[src/rtl/minmax_stream_if.sv]
// Stream-in / result-out bundle for minmax_stream.
// master = upstream producer and result consumer; slave = the min/max block.
interface minmax_stream_if #(
  parameter int unsigned W        = 12,
  parameter int unsigned NL       = 4,
  parameter int unsigned MAXBEATS = 256,
  parameter int unsigned IDXW     = (NL * MAXBEATS > 1) ? $clog2(NL * MAXBEATS) : 1,
  parameter int unsigned BCW      = $clog2(MAXBEATS + 1)
);
  logic            us_sel;
  logic            in_valid;
  logic            in_ready;
  logic [NL*W-1:0] in_data;
  logic            in_last;
  logic            out_valid;
  logic            out_ready;
  logic [W-1:0]    min_val;
  logic [IDXW-1:0] min_idx;
  logic [W-1:0]    max_val;
  logic [IDXW-1:0] max_idx;
  logic [BCW-1:0]  beat_cnt;
  logic            ovf;

  modport master (
    output us_sel, in_valid, in_data, in_last, out_ready,
    input  in_ready, out_valid, min_val, min_idx, max_val, max_idx, beat_cnt, ovf
  );

  modport slave (
    input  us_sel, in_valid, in_data, in_last, out_ready,
    output in_ready, out_valid, min_val, min_idx, max_val, max_idx, beat_cnt, ovf
  );
endinterface

[src/rtl/minmax_stream.sv]
// Streaming frame min/max tracker: NL lanes per beat, running min/max with global
// element indices, per-frame signed/unsigned mode, one registered result per frame.
module minmax_stream #(
  parameter int unsigned W        = 12,
  parameter int unsigned NL       = 4,
  parameter int unsigned MAXBEATS = 256,
  parameter int unsigned CFG      = 0
) (
  input  logic               clk,
  input  logic               rst,
  minmax_stream_if.slave     bus
);
  localparam int unsigned IDXW = (NL * MAXBEATS > 1) ? $clog2(NL * MAXBEATS) : 1;
  localparam int unsigned BCW  = $clog2(MAXBEATS + 1);

  typedef enum logic [1:0] {ST_IDLE, ST_ACC, ST_DONE} state_t;

  state_t          r_state;
  state_t          w_state_nxt;

  logic            r_in_ready;
  logic            r_out_valid;
  logic            r_signed;
  logic [BCW-1:0]  r_beats;
  logic [W-1:0]    r_run_min;
  logic [IDXW-1:0] r_run_min_idx;
  logic [W-1:0]    r_run_max;
  logic [IDXW-1:0] r_run_max_idx;
  logic [W-1:0]    r_min_val;
  logic [IDXW-1:0] r_min_idx;
  logic [W-1:0]    r_max_val;
  logic [IDXW-1:0] r_max_idx;
  logic [BCW-1:0]  r_beat_cnt;
  logic            r_ovf;

  logic            w_first;
  logic            w_mode;
  logic            w_accept;
  logic            w_close;
  logic [BCW-1:0]  w_beat_num;
  logic [BCW-1:0]  w_beats_inc;
  logic [IDXW-1:0] w_base;
  logic [W-1:0]    w_lane;
  logic [W-1:0]    w_bmin;
  logic [IDXW-1:0] w_bmin_idx;
  logic [W-1:0]    w_bmax;
  logic [IDXW-1:0] w_bmax_idx;
  logic            w_upd_min;
  logic            w_upd_max;
  logic [W-1:0]    w_fmin;
  logic [IDXW-1:0] w_fmin_idx;
  logic [W-1:0]    w_fmax;
  logic [IDXW-1:0] w_fmax_idx;

  function automatic logic f_lt(input logic [W-1:0] a, input logic [W-1:0] b, input logic sgn);
    if (sgn) return $signed(a) < $signed(b);
    return a < b;
  endfunction

  // The first beat of a frame takes its mode from us_sel and starts at beat 0.
  assign w_first     = (r_state == ST_IDLE);
  assign w_mode      = w_first ? bus.us_sel : r_signed;
  assign w_beat_num  = w_first ? '0 : r_beats;
  assign w_beats_inc = w_beat_num + BCW'(1);
  assign w_base      = IDXW'(w_beat_num) * IDXW'(NL);
  assign w_accept    = bus.in_valid && r_in_ready;
  assign w_close     = bus.in_last || (w_beats_inc == BCW'(MAXBEATS));

  // Lane reduction of the current beat; strict compares keep the lowest lane on ties.
  always_comb begin
    w_lane     = '0;
    w_bmin     = bus.in_data[W-1:0];
    w_bmax     = bus.in_data[W-1:0];
    w_bmin_idx = w_base;
    w_bmax_idx = w_base;
    for (int unsigned k = 1; k < NL; k++) begin
      w_lane = bus.in_data[k*W +: W];
      if (f_lt(w_lane, w_bmin, w_mode)) begin
        w_bmin     = w_lane;
        w_bmin_idx = w_base + IDXW'(k);
      end
      if (f_lt(w_bmax, w_lane, w_mode)) begin
        w_bmax     = w_lane;
        w_bmax_idx = w_base + IDXW'(k);
      end
    end
  end

  // Merge with running values; earlier beats win ties, so the smallest index survives.
  assign w_upd_min  = w_first || f_lt(w_bmin, r_run_min, w_mode);
  assign w_upd_max  = w_first || f_lt(r_run_max, w_bmax, w_mode);
  assign w_fmin     = w_upd_min ? w_bmin     : r_run_min;
  assign w_fmin_idx = w_upd_min ? w_bmin_idx : r_run_min_idx;
  assign w_fmax     = w_upd_max ? w_bmax     : r_run_max;
  assign w_fmax_idx = w_upd_max ? w_bmax_idx : r_run_max_idx;

  always_ff @(posedge clk or posedge rst) begin
    if (rst) r_state <= ST_IDLE;
    else     r_state <= w_state_nxt;
  end

  always_comb begin
    w_state_nxt = r_state;
    case (r_state)
      ST_IDLE, ST_ACC: if (w_accept) w_state_nxt = w_close ? ST_DONE : ST_ACC;
      ST_DONE:         if (bus.out_ready) w_state_nxt = ST_IDLE;
      default:         w_state_nxt = ST_IDLE;
    endcase
  end

  // Handshake flags follow the next state so they change on the same edge as the FSM.
  always_ff @(posedge clk or posedge rst) begin
    if (rst) begin
      r_in_ready  <= 1'b1;
      r_out_valid <= 1'b0;
    end else begin
      r_in_ready  <= (w_state_nxt != ST_DONE);
      r_out_valid <= (w_state_nxt == ST_DONE);
    end
  end

  always_ff @(posedge clk or posedge rst) begin
    if (rst) begin
      r_signed      <= 1'b0;
      r_beats       <= '0;
      r_run_min     <= '0;
      r_run_min_idx <= '0;
      r_run_max     <= '0;
      r_run_max_idx <= '0;
      r_min_val     <= '0;
      r_min_idx     <= '0;
      r_max_val     <= '0;
      r_max_idx     <= '0;
      r_beat_cnt    <= '0;
      r_ovf         <= 1'b0;
    end else if (w_accept) begin
      r_signed      <= w_mode;
      r_beats       <= w_beats_inc;
      r_run_min     <= w_fmin;
      r_run_min_idx <= w_fmin_idx;
      r_run_max     <= w_fmax;
      r_run_max_idx <= w_fmax_idx;
      if (w_close) begin
        r_min_val  <= w_fmin;
        r_min_idx  <= (CFG != 0) ? '0 : w_fmin_idx;
        r_max_val  <= w_fmax;
        r_max_idx  <= (CFG != 0) ? '0 : w_fmax_idx;
        r_beat_cnt <= w_beats_inc;
        r_ovf      <= ~bus.in_last;
      end
    end
  end

  assign bus.in_ready  = r_in_ready;
  assign bus.out_valid = r_out_valid;
  assign bus.min_val   = r_min_val;
  assign bus.min_idx   = r_min_idx;
  assign bus.max_val   = r_max_val;
  assign bus.max_idx   = r_max_idx;
  assign bus.beat_cnt  = r_beat_cnt;
  assign bus.ovf       = r_ovf;
endmodule
[src/flat_wrapper.sv]
// flat-port wrapper written by rule: the top's interface ports become plain ports
module minmax_stream_flat 
#(
  parameter int unsigned W        = 12,
  parameter int unsigned NL       = 4,
  parameter int unsigned MAXBEATS = 256,
  parameter int unsigned CFG      = 0
)
  (clk, rst, bus_us_sel, bus_in_valid, bus_in_data, bus_in_last, bus_out_ready, bus_in_ready, bus_out_valid, bus_min_val, bus_min_idx, bus_max_val, bus_max_idx, bus_beat_cnt, bus_ovf);
  minmax_stream_if #(.W(W), .NL(NL), .MAXBEATS(MAXBEATS)) bus_i ();
  input  logic clk;
  input  logic rst;
  input wire logic [$bits(bus_i.us_sel)-1:0] bus_us_sel;
  input wire logic [$bits(bus_i.in_valid)-1:0] bus_in_valid;
  input wire logic [$bits(bus_i.in_data)-1:0] bus_in_data;
  input wire logic [$bits(bus_i.in_last)-1:0] bus_in_last;
  input wire logic [$bits(bus_i.out_ready)-1:0] bus_out_ready;
  output wire logic [$bits(bus_i.in_ready)-1:0] bus_in_ready;
  output wire logic [$bits(bus_i.out_valid)-1:0] bus_out_valid;
  output wire logic [$bits(bus_i.min_val)-1:0] bus_min_val;
  output wire logic [$bits(bus_i.min_idx)-1:0] bus_min_idx;
  output wire logic [$bits(bus_i.max_val)-1:0] bus_max_val;
  output wire logic [$bits(bus_i.max_idx)-1:0] bus_max_idx;
  output wire logic [$bits(bus_i.beat_cnt)-1:0] bus_beat_cnt;
  output wire logic [$bits(bus_i.ovf)-1:0] bus_ovf;
  assign bus_i.us_sel = bus_us_sel;
  assign bus_i.in_valid = bus_in_valid;
  assign bus_i.in_data = bus_in_data;
  assign bus_i.in_last = bus_in_last;
  assign bus_i.out_ready = bus_out_ready;
  assign bus_in_ready = bus_i.in_ready;
  assign bus_out_valid = bus_i.out_valid;
  assign bus_min_val = bus_i.min_val;
  assign bus_min_idx = bus_i.min_idx;
  assign bus_max_val = bus_i.max_val;
  assign bus_max_idx = bus_i.max_idx;
  assign bus_beat_cnt = bus_i.beat_cnt;
  assign bus_ovf = bus_i.ovf;
  minmax_stream #(.W(W), .NL(NL), .MAXBEATS(MAXBEATS), .CFG(CFG)) u_core (.clk(clk), .rst(rst), .bus(bus_i));
endmodule
[config.mk]
export PLATFORM = sky130hd
export DESIGN_NAME = minmax_stream_flat
export DESIGN_NICKNAME = d
export VERILOG_FILES = /design/src/rtl/minmax_stream_if.sv /design/src/rtl/minmax_stream.sv /design/src/flat_wrapper.sv
export SDC_FILE = /design/constraint.sdc
export NUM_CORES = 1
export LEC_CHECK = 0
export ABC_AREA = 1
export CAP_MARGIN = 20
export CORE_UTILIZATION = 30
export CTS_CLUSTER_SIZE = 25
export DETAILED_ROUTE_END_ITERATION = 8
export RECOVER_POWER = 50
export SYNTH_ARGS = -nofsm -noshare
export SYNTH_HDL_FRONTEND = slang
export SYNTH_SLANG_ARGS = --single-unit
[constraint.sdc]
create_clock -name clk -period 6.9 [get_ports clk]
set_clock_uncertainty 0.05 [all_clocks]
set_input_delay 1.725 -clock clk [delete_from_list [all_inputs] [get_ports clk]]
set_output_delay 1.725 -clock clk [all_outputs]
set_load 0.05 [all_outputs]
==> impl_results.md, run 1 <==
* Seq cells post-synth at 112
* CP startpoint: bus_in_data[7]
* WHS at 0.421 ns
* Worst R2R End: u_core.r_run_max[2]
* Mapped Area at 8540 µm²
* Average cell area after synthesis at 6.95 µm²
* Initial Utilization at 30.6%
* Total core area at 27900 µm²
* Synth Instances at 1230
* Post-synth top cells: nand2_1 (431), inv_1 (158), nand3_1 (126)
* Reg2reg path depth at 42
* Critical path endpoint: u_core.r_run_max[2]
* Post-DP HPWL at 19500 µm
* Synth Warn # at 0
* Period Utilization, post-route at 110%
* Total Routing Usage GR at 20.3%
* Vias in the first global route at 9238
* Initial detailed-routing violation count at 605
* Worst Tran Pin Value at 3.06 ns
* Crit Reg-Reg Startpoint: u_core.r_state[0]
* Synth top area share at 32.5%
* Unrepaired setup endpoints after global routing: yes
* FP Rows at 61
* Fin crit period at 7.57 ns
* Setup WS pre-CTS at -1.97 ns
* CTS max path bufs at 2
* EDFF count, synth at 0
* Sequential area share after synthesis at 32.8%
* CP Max Fanout at 8
* First-pass GRT wire length at 46800 µm
* Critical path's slowest cell: ha_1
* Final setup viols at 88
* Drt drc at 0
* Routed Antenna Nets at 0
* CTS tree: done
* Ys flop type: dfrtp_1
* Arrival time at the worst endpoint at 7.82 ns
* Critical path start-end classification: in2reg
* ANT cells at 0
* FFs w/ async S/R, synth at 100%
* Worst hold path type: reg2reg
* Outcome: finished, violations left
* Number of hold violations in the final report at 0
* Failing checks: max-capacitance violations, max-slew violations, negative setup slack
* Pre-Repair DR Iteration Count at 7
* Root buffer cell: clkbuf_16
* Clock-pin slew on the worst setup and hold paths at 0.08 ns
* Die span in x at 171 µm
* CP max stage delay at 0.32 ns
* Slew Viols, Final at 68
* Largest area contributor in the synthesized netlist: dfrtp_1
* Area growth from synthesis to layout at 64.6%
* R2r setup slk at 0.44 ns
* Largest net degree at the start of global routing at 68
* Fmax at 132 MHz
* H-tree levels at 3
* Remaining global-route overflow at 0
* DR WL/cell at 15.7 µm
* TritonCTS Buffers at 9
* Vias at 9536
* Share of layout cells above drive strength 1 at 39.1%
* Gpl congestion at 0.894
* Wl on met1 at 13000 µm
* Drt via density at 4.96
* IO Port Bufs at 109
* Most frequent cell after synthesis: nand2_1
* CP Launch Type: input pin
* WL met2 at 14900 µm
* Layout Nets at 1684
* Clock latency on the worst-skew pair at 0.36 ns
* Yosys cell types at 38
* Mapped Nets at 1372
* Total clock sinks at 112
* Req. time, crit path at 7.16 ns
* Max Cap Viol at 1
* Setup slack after layout at -0.668 ns
* WL met3 at 1370 µm
* Num ports at 110
* Crit. End Element: flip-flop
* Die ar. at 29200 µm²
* Synth top area cells: dfrtp_1 (33%), nand2_1 (19%), ha_1 (13%)
* Slew HR at -105%
* Final WL at 30300 µm
* Initial antenna violation count at 1
* Top Metal Used: met5
* Die height at 171 µm
logic make-up after synthesis:
family                     count (synthesis)  share of synthesized area [%]
AOI/OAI and AO/OA                        135                           8.21
xor gates and xnor gates                   6                          0.615
adders and majority gates                 88                           12.9
buffers and inverters                    214                           10.2
DFF                                      112                           32.8
and+or+nand+nor                          675                           35.2
worst min-delay path by stage:
stage	slack, ns	endpoint	cells after the start	start
after detailed placement	0.41	u_core.bus.beat_cnt[5]	2	u_core.bus.beat_cnt[5]
after CTS	0.43	u_core.r_run_min_idx[4]	2	u_core.r_run_min_idx[4]
after global routing	0.45	u_core.bus.beat_cnt[7]	2	u_core.bus.beat_cnt[7]
after floorplan	0.40	u_core.r_signed	2	u_core.r_signed
after global placement	0.40	u_core.bus.beat_cnt[5]	2	u_core.bus.beat_cnt[5]
final	0.42	u_core.bus.min_val[8]	2	u_core.bus.min_val[8]
per-stage QoR:
stage               utilization (%)  setup TNS [ns]  cells  cell area (µm²)
CTS                            47.3          -27.70   1911            13200
detailed placement             40.6         -146.59   1824            11300
floorplan                         -          -24.20   1230             8870
global route                   50.3          -77.53   1924            14100
finish                         50.3          -48.38   1924            14100
global placement               40.6         -140.47   1824            11300
cells in the final DEF (no fill, tap or decap), drive strengths merged, types with 3 or more instances in the layout:
cell type	netlist	final
nand2	456	461
buf	27	250
inv	162	167
nand3	133	133
dfrtp	111	111
ha	88	88
o21ai	87	87
clkdlybuf4s50	0	83
nand4	47	47
a21oi	36	36
nor2	27	27
clkbuf	22	16
nor3	8	8
xnor2	4	4
a31oi	4	4
a211oi	3	3
layer usage:
| layer | GRT usage [%] | vias to the layer above |
|---|---|---|
| li1 | - | 4629 |
| met1 | 26.0 | 4552 |
| met2 | 34.6 | 280 |
| met3 | 2.64 | 73 |
| met4 | 7.48 | 2 |
| met5 | 0 | - |
critical path: cells and delay by family:
kind / cells / cell delay, ns
buf+inv: 9 / 1.12
fa+ha+maj: 4 / 1.06
compound gates: 14 / 1.80
simple gates: 19 / 2.09
flip-flops by register name, summed over array words and instances, names as in the netlist:
register,count
u_core.bus.beat_cnt,9
u_core.r_run_min_idx,10
u_core.r_signed,1
u_core.r_run_min,12
u_core.r_run_max,12
u_core.r_state,2
u_core.bus.ovf,1
u_core.bus.min_val,12
u_core.bus.min_idx,10
u_core.bus.max_idx,10
u_core.r_run_max_idx,10
u_core.bus.out_valid,1
u_core.r_beats,9
u_core.bus.in_ready,1
u_core.bus.max_val,12
layout make-up:
class | instances | area (µm²)
multi-input combinational | 909 | 6660
fill | 2583 | 13900
timing repair inverter | 2 | 20.0
clock buffer | 9 | 225
tap | 378 | 473
clock inverter | 6 | 75.1
sequential | 112 | 2800
timing repair buffer | 345 | 3160
inverter | 163 | 648
repair_timing:
action / in CTS / in global routing
endpoints found under the setup margin: 88 / 88
pin swaps: 141 / 185
cloned: 14 / 2
setup buffers: 58 / 16
gates resized for setup: 336 / 191
endpoints found under the hold margin: 0 / 0
hold buffers: 0 / 0
Power of run 1 is left out: the tool's default activity adds up to more than one toggle a clock period on the data nets, which glitch-free logic cannot reach.
==> run 2, diff against run 1 <==
--- a/config.mk
+++ b/config.mk
@@ -7,9 +7,12 @@
 export LEC_CHECK = 0
 export ABC_AREA = 1
 export CAP_MARGIN = 20
+export CELL_PAD_IN_SITES_DETAIL_PLACEMENT = 0
+export CELL_PAD_IN_SITES_GLOBAL_PLACEMENT = 1
 export CORE_UTILIZATION = 30
 export CTS_CLUSTER_SIZE = 25
 export DETAILED_ROUTE_END_ITERATION = 8
+export PLACE_DENSITY_LB_ADDON = 0.1
 export RECOVER_POWER = 50
 export SYNTH_ARGS = -nofsm -noshare
 export SYNTH_HDL_FRONTEND = slang
==> constraint.sdc (replaced) <==
create_clock -name clk -period 7.1 [get_ports clk]
set_clock_uncertainty 0.05 [all_clocks]
set_input_delay 1.775 -clock clk [delete_from_list [all_inputs] [get_ports clk]]
set_output_delay 1.775 -clock clk [all_outputs]
set_load 0.05 [all_outputs]
==> impl_results.md, run 2 (synthesis gave the netlist of run 1 again) <==
* Crit. End Element: flip-flop
* Critical path start-end classification: in2reg
* Period Utilization, post-route at 109%
* Hold-fix buffer count after cts at 0
* DR WL/cell at 15.4 µm
* First-pass GRT wire length at 46900 µm
* Req. time, crit path at 7.32 ns
* Gpl congestion at 0.832
* Final setup viols at 88
* Drt drc at 0
* Reg2reg path depth at 46
* Initial Utilization at 30.6%
* Share of layout cells above drive strength 1 at 33.2%
* Cell area after layout at 13400 µm²
* Layout Nets at 1667
* Final WL at 29300 µm
* Slew Viols, Final at 73
* FP Rows at 61
* CP max stage delay at 0.38 ns
* Routed Antenna Nets at 0
* Arrival time at the worst endpoint at 7.93 ns
* Outcome: finished, violations left
* Die span in x at 171 µm
* Area growth from synthesis to layout at 56.6%
* Fmax at 130 MHz
* IO Port Bufs at 109
* Fin crit period at 7.71 ns
* Die height at 171 µm
* Fillers at 2855
* Setup slack after layout at -0.611 ns
* Num ports at 110
* Post-DP HPWL at 21000 µm
* Worst hold path cell count at 2
* Largest net degree at the start of global routing at 73
* Critical path's slowest cell: a2111oi_4
* Clock latency on the worst-skew pair at 0.38 ns
* Final Util at 47.9%
* CTS max path bufs at 2
* Final std cells w/o fill at 1908
* H-tree levels at 3
* Total core area at 27900 µm²
* CP dominant cell by count: nand2_1
* CP Max Fanout at 7
* Placed Area at 11400 µm²
* Commonest non-fill, non-tap cell in the layout: nand2_1
* Failing checks: max-capacitance violations, max-slew violations, negative setup slack
* Initial antenna violation count at 0
* Vias at 8970
* Max Cap Viol at 1
* Number of hold violations in the final report at 0
* Remaining global-route overflow at 0
* CP Launch Type: input pin
* CTS tree: done
* Vias in the first global route at 8940
* Drt via density at 4.70
* Worst Tran Pin Value at 3.31 ns
* Initial detailed-routing violation count at 495
* Worst hold path type: reg2reg
* Clock-pin slew on the worst setup and hold paths at 0.09 ns
* Total Routing Usage GR at 20.7%
* Root buffer cell: clkbuf_16
* Most frequent cells in the layout: nand2_1 (374), buf_4 (184), inv_1 (144)
* Total clock sinks at 112
* ANT cells at 0
* Pre-Repair DR Iteration Count at 5
* Post-Place Cells at 1840
* Unrepaired setup endpoints after global routing: yes
* Slew HR at -122%
* Die ar. at 29200 µm²
* TritonCTS Buffers at 9
[run 2: changes by cell type in the layout (fill, tap and decap cells not counted), moves of 9 or more]
cell,before,now
nand2_1,348,374
nand3_2,71,35
o21ai_0,20,29
buf_4,202,184
nand3_1,52,92
nand2_4,54,34
[run 2: final timing paths]
path                            slack, ns                  start                      to
worst min register to register       0.42  u_core.bus.min_val[6]   u_core.bus.min_val[6]
max in group asynchronous            2.60                    rst     u_core.bus.in_ready
worst max register to register       0.39      u_core.r_state[0]   u_core.bus.min_val[2]
worst min-delay path                 0.42  u_core.bus.min_val[6]   u_core.bus.min_val[6]
worst max-delay path                -0.61        bus_in_data[19]   u_core.bus.min_val[2]
min in group asynchronous            2.74                    rst  u_core.bus.beat_cnt[0]
[run 2: metrics by stage]
stage | TNS, ns | hold slack [ns] | setup WS (ns)
after CTS | -34.42 | 0.430 | -0.447
final | -38.61 | 0.422 | -0.611
after global routing | -70.27 | 0.449 | -0.911
after floorplan | -11.43 | 0.395 | -0.268
after global placement | -135.64 | 0.407 | -1.70
after detailed placement | -134.39 | 0.409 | -1.67
[run 2: repair_timing]
item,4_1_cts,5_1_grt
resized for setup,158,235
endpoints found under the setup margin,88,88
endpoints found under the hold margin,0,0
setup buffers,23,20
pin swaps,64,137
cloned,5,5
[run 2: cell type report]
cell class	count	area (µm²)	share of cell area, %
Inverter	163	648	4.85
Clock buffer	9	225	1.68
Timing Repair inverter	1	8.76	0.0655
Sequential cell	112	2800	21.0
Clock inverter	7	85.1	0.636
Multi-Input combinational cell	908	6210	46.4
Tap cell	378	473	3.54
Timing Repair Buffer	330	2930	21.9
[run 2: critical path: cells and delay by family]
kind	cells	cell delay (ns)
compound gates	10	1.55
simple gates	23	2.34
fa+ha+maj	4	1.12
buf+inv	10	1.11
[run 2: metal layers]
layer  share of wire [%]  global-route usage [%]
met5                   0                       0
met4                 1.2                    4.43
met3                 3.2                    2.73
met2                  48                    35.6
met1                  47                    27.5
Power of run 2 is left out for the same reason.
